==> src/rtl/bnn_ctrl_pkg.sv <==
// Shared types and default geometry for the BNN inference sequencer.
// The DEF_* constants are the default module parameters. N_IMG_BYTES and
// score_t follow those defaults.
package bnn_ctrl_pkg;

   localparam int DEF_IMG_BITS      = 784;
   localparam int DEF_BYTE_W        = 8;
   localparam int DEF_N_CLASSES     = 10;
   localparam int DEF_SCORE_W       = 7;
   localparam int DEF_CLASS_W       = 4;
   localparam int DEF_SETTLE_CYCLES = 16;

   localparam int N_IMG_BYTES = DEF_IMG_BITS / DEF_BYTE_W;
   localparam int SETTLE_W    = 8;

   typedef logic [DEF_SCORE_W-1:0] score_t;

   typedef enum logic [2:0] {
      ST_IDLE,
      ST_LOAD,
      ST_SETTLE,
      ST_CAPTURE,
      ST_ARGMAX,
      ST_DONE
   } ctrl_state_t;

endpackage

==> src/rtl/bnn_infer_ctrl_argmax.sv <==
// Sequential argmax over a registered array of class scores.
// A start pulse captures the scores and seeds the best candidate with class 0.
// The block then examines one class per cycle. A strict compare means ties
// keep the lowest index. done_o is high in the cycle that examines the last
// class. class_o/score_o are updated on the edge that ends that cycle and are
// held until the next result.
module bnn_argmax_seq
   import bnn_ctrl_pkg::*;
#(
   parameter int N_CLASSES = DEF_N_CLASSES,
   parameter int SCORE_W   = DEF_SCORE_W,
   parameter int CLASS_W   = DEF_CLASS_W
) (
   input  logic                         clk_i,
   input  logic                         rst_i,
   input  logic                         start_i,
   input  logic [N_CLASSES*SCORE_W-1:0] scores_i,
   output logic                         done_o,
   output logic [CLASS_W-1:0]           class_o,
   output logic [SCORE_W-1:0]           score_o
);

   logic [SCORE_W-1:0] score_q [N_CLASSES];
   logic [SCORE_W-1:0] score_d [N_CLASSES];
   logic [CLASS_W-1:0] idx_q, idx_d;
   logic [CLASS_W-1:0] best_idx_q, best_idx_d;
   logic [SCORE_W-1:0] best_q, best_d;
   logic [CLASS_W-1:0] res_idx_q, res_idx_d;
   logic [SCORE_W-1:0] res_score_q, res_score_d;
   logic               run_q, run_d;

   // Capture scores on start, then walk one class per cycle updating the best
   always_comb begin
      for (int c = 0; c < N_CLASSES; c++) begin
         score_d[c] = score_q[c];
      end
      idx_d       = idx_q;
      best_idx_d  = best_idx_q;
      best_d      = best_q;
      res_idx_d   = res_idx_q;
      res_score_d = res_score_q;
      run_d       = run_q;
      done_o      = 1'b0;
      if (start_i) begin
         for (int c = 0; c < N_CLASSES; c++) begin
            score_d[c] = scores_i[c*SCORE_W +: SCORE_W];
         end
         best_idx_d = '0;
         best_d     = scores_i[SCORE_W-1:0];
         idx_d      = CLASS_W'(1);
         run_d      = 1'b1;
      end else if (run_q) begin
         if (score_q[idx_q] > best_q) begin
            best_idx_d = idx_q;
            best_d     = score_q[idx_q];
         end
         if (idx_q == CLASS_W'(N_CLASSES-1)) begin
            run_d       = 1'b0;
            done_o      = 1'b1;
            res_idx_d   = best_idx_d;
            res_score_d = best_d;
         end else begin
            idx_d = idx_q + 1'b1;
         end
      end
   end

   // Score array, walk pointer, running best and held result
   always_ff @(posedge clk_i) begin
      if (rst_i) begin
         for (int c = 0; c < N_CLASSES; c++) begin
            score_q[c] <= '0;
         end
         idx_q       <= '0;
         best_idx_q  <= '0;
         best_q      <= '0;
         res_idx_q   <= '0;
         res_score_q <= '0;
         run_q       <= 1'b0;
      end else begin
         for (int c = 0; c < N_CLASSES; c++) begin
            score_q[c] <= score_d[c];
         end
         idx_q       <= idx_d;
         best_idx_q  <= best_idx_d;
         best_q      <= best_d;
         res_idx_q   <= res_idx_d;
         res_score_q <= res_score_d;
         run_q       <= run_d;
      end
   end

   assign class_o = res_idx_q;
   assign score_o = res_score_q;

endmodule

==> src/rtl/bnn_infer_ctrl.sv <==
// Sequencer around the combinational BNN datapath: loads a byte-streamed
// image, holds it on the BNN input, waits SETTLE_CYCLES for the multicycle
// path, captures the class scores, and reports the argmax with a done pulse.
// Optional macro BNN_TRIGGER_EN adds trigger_o. trigger_o is high from the
// first settle cycle through the capture cycle, for side-channel capture.
module bnn_infer_ctrl
   import bnn_ctrl_pkg::*;
#(
   parameter int IMG_BITS      = DEF_IMG_BITS,
   parameter int BYTE_W        = DEF_BYTE_W,
   parameter int N_CLASSES     = DEF_N_CLASSES,
   parameter int SCORE_W       = DEF_SCORE_W,
   parameter int CLASS_W       = DEF_CLASS_W,
   parameter int SETTLE_CYCLES = DEF_SETTLE_CYCLES
) (
   input  logic                         clk_i,
   input  logic                         rst_i,
   input  logic                         start_i,
   input  logic [BYTE_W-1:0]            img_data_i,
   input  logic                         img_valid_i,
   output logic                         img_ready_o,
   output logic [IMG_BITS-1:0]          bnn_layer_o,
   input  logic [N_CLASSES*SCORE_W-1:0] bnn_scores_i,
   output logic                         busy_o,
   output logic                         done_o,
`ifdef BNN_TRIGGER_EN
   output logic                         trigger_o,
`endif
   output logic [CLASS_W-1:0]           class_o,
   output logic [SCORE_W-1:0]           score_o
);

   localparam int N_BYTES = IMG_BITS / BYTE_W;
   localparam int BCNT_W  = (N_BYTES > 1) ? $clog2(N_BYTES) : 1;

   ctrl_state_t         state_q, state_d;
   logic [BCNT_W-1:0]   byte_cnt_q, byte_cnt_d;
   logic [SETTLE_W-1:0] settle_cnt_q, settle_cnt_d;
   logic [IMG_BITS-1:0] layer_q, layer_d;
   logic                argmax_start;
   logic                argmax_done;

   // Next-state logic: image loading, settle countdown and argmax hand-off
   always_comb begin
      state_d      = state_q;
      byte_cnt_d   = byte_cnt_q;
      settle_cnt_d = settle_cnt_q;
      layer_d      = layer_q;
      argmax_start = 1'b0;
      unique case (state_q)
         ST_IDLE: begin
            if (start_i) begin
               byte_cnt_d = '0;
               state_d    = ST_LOAD;
            end
         end
         ST_LOAD: begin
            if (img_valid_i) begin
               layer_d[int'(byte_cnt_q)*BYTE_W +: BYTE_W] = img_data_i;
               if (byte_cnt_q == BCNT_W'(N_BYTES-1)) begin
                  byte_cnt_d   = '0;
                  settle_cnt_d = SETTLE_W'(SETTLE_CYCLES);
                  state_d      = ST_SETTLE;
               end else begin
                  byte_cnt_d = byte_cnt_q + 1'b1;
               end
            end
         end
         ST_SETTLE: begin
            if (settle_cnt_q == SETTLE_W'(1)) begin
               settle_cnt_d = '0;
               state_d      = ST_CAPTURE;
            end else begin
               settle_cnt_d = settle_cnt_q - 1'b1;
            end
         end
         ST_CAPTURE: begin
            argmax_start = 1'b1;
            state_d      = ST_ARGMAX;
         end
         ST_ARGMAX: begin
            if (argmax_done) begin
               state_d = ST_DONE;
            end
         end
         ST_DONE: begin
            state_d = ST_IDLE;
         end
         default: begin
            state_d = ST_IDLE;
         end
      endcase
   end

   // State, counters and the image register that drives the BNN input
   always_ff @(posedge clk_i) begin
      if (rst_i) begin
         state_q      <= ST_IDLE;
         byte_cnt_q   <= '0;
         settle_cnt_q <= '0;
         layer_q      <= '0;
      end else begin
         state_q      <= state_d;
         byte_cnt_q   <= byte_cnt_d;
         settle_cnt_q <= settle_cnt_d;
         layer_q      <= layer_d;
      end
   end

   bnn_argmax_seq #(
      .N_CLASSES (N_CLASSES),
      .SCORE_W   (SCORE_W),
      .CLASS_W   (CLASS_W)
   ) u_argmax (
      .clk_i     (clk_i),
      .rst_i     (rst_i),
      .start_i   (argmax_start),
      .scores_i  (bnn_scores_i),
      .done_o    (argmax_done),
      .class_o   (class_o),
      .score_o   (score_o)
   );

   assign img_ready_o = (state_q == ST_LOAD);
   assign busy_o      = (state_q != ST_IDLE);
   assign done_o      = (state_q == ST_DONE);
   assign bnn_layer_o = layer_q;

`ifdef BNN_TRIGGER_EN
   assign trigger_o = (state_q == ST_SETTLE) || (state_q == ST_CAPTURE);
`endif

endmodule

==> config.mk <==
export PLATFORM = sky130hd
export DESIGN_NAME = bnn_infer_ctrl
export DESIGN_NICKNAME = d
export VERILOG_FILES = /design/src/rtl/bnn_ctrl_pkg.sv /design/src/rtl/bnn_infer_ctrl_argmax.sv /design/src/rtl/bnn_infer_ctrl.sv
export SDC_FILE = /design/constraint.sdc
export NUM_CORES = 2
export LEC_CHECK = 0
export BUFFER_PORTS_ARGS = -buffer_cell sky130_fd_sc_hd__buf_4
export CORE_AREA = 2 2 341 343
export CTS_CLUSTER_SIZE = 14
export DETAILED_ROUTE_END_ITERATION = 12
export DIE_AREA = 0 0 343 345
export MAX_ROUTING_LAYER = met4
export PLACE_DENSITY = 0.65
export SYNTH_ARGS = -nofsm -noshare
export SYNTH_HDL_FRONTEND = slang
export SYNTH_SLANG_ARGS = --single-unit
==> constraint.sdc <==
create_clock -name clk_i -period 3.74 [get_ports clk_i]
set_clock_uncertainty 0.1 [all_clocks]
set_input_delay 0.748 -clock clk_i [delete_from_list [all_inputs] [get_ports clk_i]]
set_output_delay 0.748 -clock clk_i [all_outputs]
set_load 0.005 [all_outputs]
==> results_dict.tcl <==
set metrics [dict create \
    syn_inst 3855 \
    fp.dieArea_mm2 0.1183 \
    p_total_mw 21.14 \
    hold_violations 0 \
    syn_nets 3952 \
    met2_length_um 83690 \
    drtPass1Iterations 6 \
    seqPwrFrac_pct 46.1 \
    hold_path_depth 2 \
    io_buffers 879 \
    r2r-end "bnn_layer_o[518]$_SDFFE_PP0P_" \
    insertion_delay_ns 0.70 \
    antenna_found_initial 3 \
    whs_ns 0.2584 \
    instances_no_fill 6266 \
    power_frac_clock_pct 47.5 \
    worst_setup_path_start_kind "flop" \
    dp.cells 6082 \
    worstPathRequired_ns 4.22 \
    dp_worst_setup_slack_ns -0.1521 \
    reg2reg_depth 10 \
    drive_above_1_share_pct 31.36 \
    gp_congestion 0.9063 \
    synth-async-reset-ratio_pct 0 \
    synth_edf_count 70 \
    final_cell_mix "1034 x buf_4, 828 x dfxtp_1, 538 x nand2_1, 407 x mux2i_1, 217 x o21ai_0" \
    overflow 0 \
    hp-start "bnn_scores_i[54]" \
    worstSetupStartpoint "byte_cnt_q[3]$_SDFFE_PP0P_" \
    m1WireLength_um 72210 \
    max_freq_ghz 0.2767 \
    vias 35160 \
    ys_seq_elements 899 \
    final_common_cell "buf_4" \
    wl_met3_um 16340 \
    tightest_slew_ns 1.188 \
    fp.dieH_um 345 \
    io_pins 880 \
    cts_made_buffers 100 \
    wl_per_cell_um 28.86 \
    drt-initial-drc-count 3220 \
    drt-total-wl_um 180900 \
    cp_max_fo 18 \
    cts_tree "yes" \
    maxCapViolCount 0 \
    p_per_area_mw_per_mm2 429.5 \
    clkTransAtPathRegs_ns 0.06 \
    yosysWarnings 0 \
    h-tree-depth 3 \
    grt_max_degree 141 \
    synth-main-ff-cell "dfxtp_1" \
    r2r-start "byte_cnt_q[3]$_SDFFE_PP0P_" \
    top_layer_used "met4" \
    nets 4759 \
    max-slew-margin-rel_pct 20.13 \
    via_per_inst 5.610 \
    arrival_ns 4.09 \
    end_kind "flop" \
    area_growth_syn_to_layout_pct 33.41 \
    syn_area_mm2 0.03689 \
    power.leakage_nw 19.25 \
    synth_cell_types 75 \
    ctsHoldBuffers 0 \
    cts_max_path_buffers 3 \
    fill_cells 11280 \
    grt_first_pass_wirelength_um 250600 \
    worst-r2r-setup-slack_ns 0.13 \
    setup_viol 0 \
    hp-class "input pin to flop" \
    hpwl_um 132500 \
    worst_hold_path.endpoint "u_argmax.score_q[7][5]$_SDFFCE_PN0P_" \
    syn_avg_cell_area_um2 9.569 \
    peakVddDrop_mv 0.3283 \
    utilization_pct 42.75 \
    rsz0062_at_grt "no" \
    maxSlewViolCount 0 \
    cts_root_buffer "clkbuf_16" \
    rows 125 \
    ys_seq_area_share_pct 50.69 \
    setup_ws_ns 0.1254 \
    grt_pass1_vias 33110 \
    drt.antenna.violating_nets 0 \
    power.switching_mw 5.402 \
    internal_power_mw 15.74 \
    worstSetupPathType "flop to flop" \
    core_mm2 0.1151 \
    netSwitchingFraction_pct 25.56 \
    chipWidth_um 343 \
    status "completed" \
    initial_core_util_pct 32.05 \
    period_minus_slack_ns 3.615 \
    track_usage_pct 29.91 \
    drcViolationCount 0 \
    combPwrFrac_pct 6.4 \
    fin_crit_sh_pct 96.65 \
    numClockSinks 899 \
]
area by class of cell:
type                    count  area, um^2  area share (%)
clock inverters            31       369.1          0.7500
repair buffers           1055        8177           16.61
flip-flops and latches    899       18700           38.00
diodes                      3       7.507         0.01525
multi-input cells        2585       17020           34.59
inverters                  21       86.33          0.1754
clock buffers             148        2944           5.982
well taps                1524        1907           3.875
metrics by stage:
step | TNS, ns | cell area [um^2]
floorplan | 0 | 36890
global placement | -0.2043 | 45860
detailed placement | -0.8248 | 45860
CTS | 0 | 49190
global route | 0 | 49210
finish | 0 | 49210
power by group through the flow:
stage / logic (mW) / clock network, mW / registers (mW)
3_5_place_dp: 1.33 / 0 / 9.97
3_3_place_gp: 1.33 / 0 / 9.96
4_1_cts: 1.33 / 10.1 / 9.75
5_1_grt: 1.40 / 10.5 / 9.75
6_report: 1.35 / 10.0 / 9.75
2_1_floorplan: 0.619 / 0 / 9.96
cells by family after synthesis:
| logic type | after synthesis | synth area share (%) |
|---|---|---|
| AND/OR/NAND/NOR | 1339 | 17.85 |
| flip-flops | 899 | 50.69 |
| AO/OA/AOI/OAI | 758 | 14.12 |
| XOR/XNOR | 19 | 0.4918 |
| multiplexers | 454 | 12.48 |
| adder cells (fa/ha/maj) | 15 | 0.5088 |
| buffers and inverters | 371 | 3.867 |
worst max-delay path, cell delays in order, from the launching register on:
cell and delay [ns]:
dfxtp_1 0.42, or3_1 0.47, nor3_1 0.16, ha_1 0.16, buf_4 0.32, o211ai_1 0.17, buf_4 0.21, a211oi_4 0.28
buf_4 0.34, nand3_1 0.40, mux2_2 0.43
worst max-delay path by stage:
stage	to	slack, ns	cells after the start
after floorplan	bnn_layer_o[566]$_SDFFE_PP0P_	0.08	14
after global placement	bnn_layer_o[557]$_SDFFE_PP0P_	-0.07	7
after detailed placement	bnn_layer_o[557]$_SDFFE_PP0P_	-0.15	7
after CTS	bnn_layer_o[572]$_SDFFE_PP0P_	0.13	8
after global routing	bnn_layer_o[760]$_SDFFE_PP0P_	0.01	6
final	bnn_layer_o[518]$_SDFFE_PP0P_	0.13	10
Yosys cell counts (all sizes together), types with 24 or more instances:
| master | count | share of area, % |
|---|---|---|
| dfxtp | 829 | 45 |
| nand2 | 542 | 5.5 |
| mux2i | 408 | 11 |
| clkbuf | 301 | 3.1 |
| o21ai | 223 | 3.0 |
| o211ai | 190 | 3.9 |
| nand3 | 154 | 2.1 |
| nor2 | 127 | 1.6 |
| a31o | 123 | 2.9 |
| nor3 | 116 | 1.6 |
| nand4 | 102 | 1.7 |
| and3 | 99 | 1.7 |
| a21oi | 91 | 1.2 |
| edfxtp | 70 | 5.7 |
| or3 | 57 | 0.97 |
| buf | 49 | 0.59 |
| mux2 | 46 | 1.4 |
| nor2b | 42 | 0.71 |
| nor4 | 38 | 0.72 |
| o31ai | 25 | 0.51 |
| o41ai | 24 | 0.57 |
flip-flops by register name, summed over array words and instances (netlist names):
signal	flops
byte_cnt_q	7
u_argmax.idx_q	4
u_argmax.score_o	7
u_argmax.best_idx_q	4
u_argmax.run_q	1
u_argmax.best_q	7
bnn_layer_o	784
state_q	3
u_argmax.class_o	4
settle_cnt_q	8
u_argmax.score_q	70
routing by layer:
layer / track usage (%) / vias to the layer above
li1: - / 15630
met3: 7.392 / 375
met4: 12.71 / 0
met2: 47.05 / 1722
met5: - / -
met1: 36.30 / 17430
repair_timing:
item,4_1_cts,5_1_grt
pin swaps,1,0
resized for setup,1,3
setup buffers,2,0
setup endpoints to repair,49,12
Power figures use the tool's default switching activity.
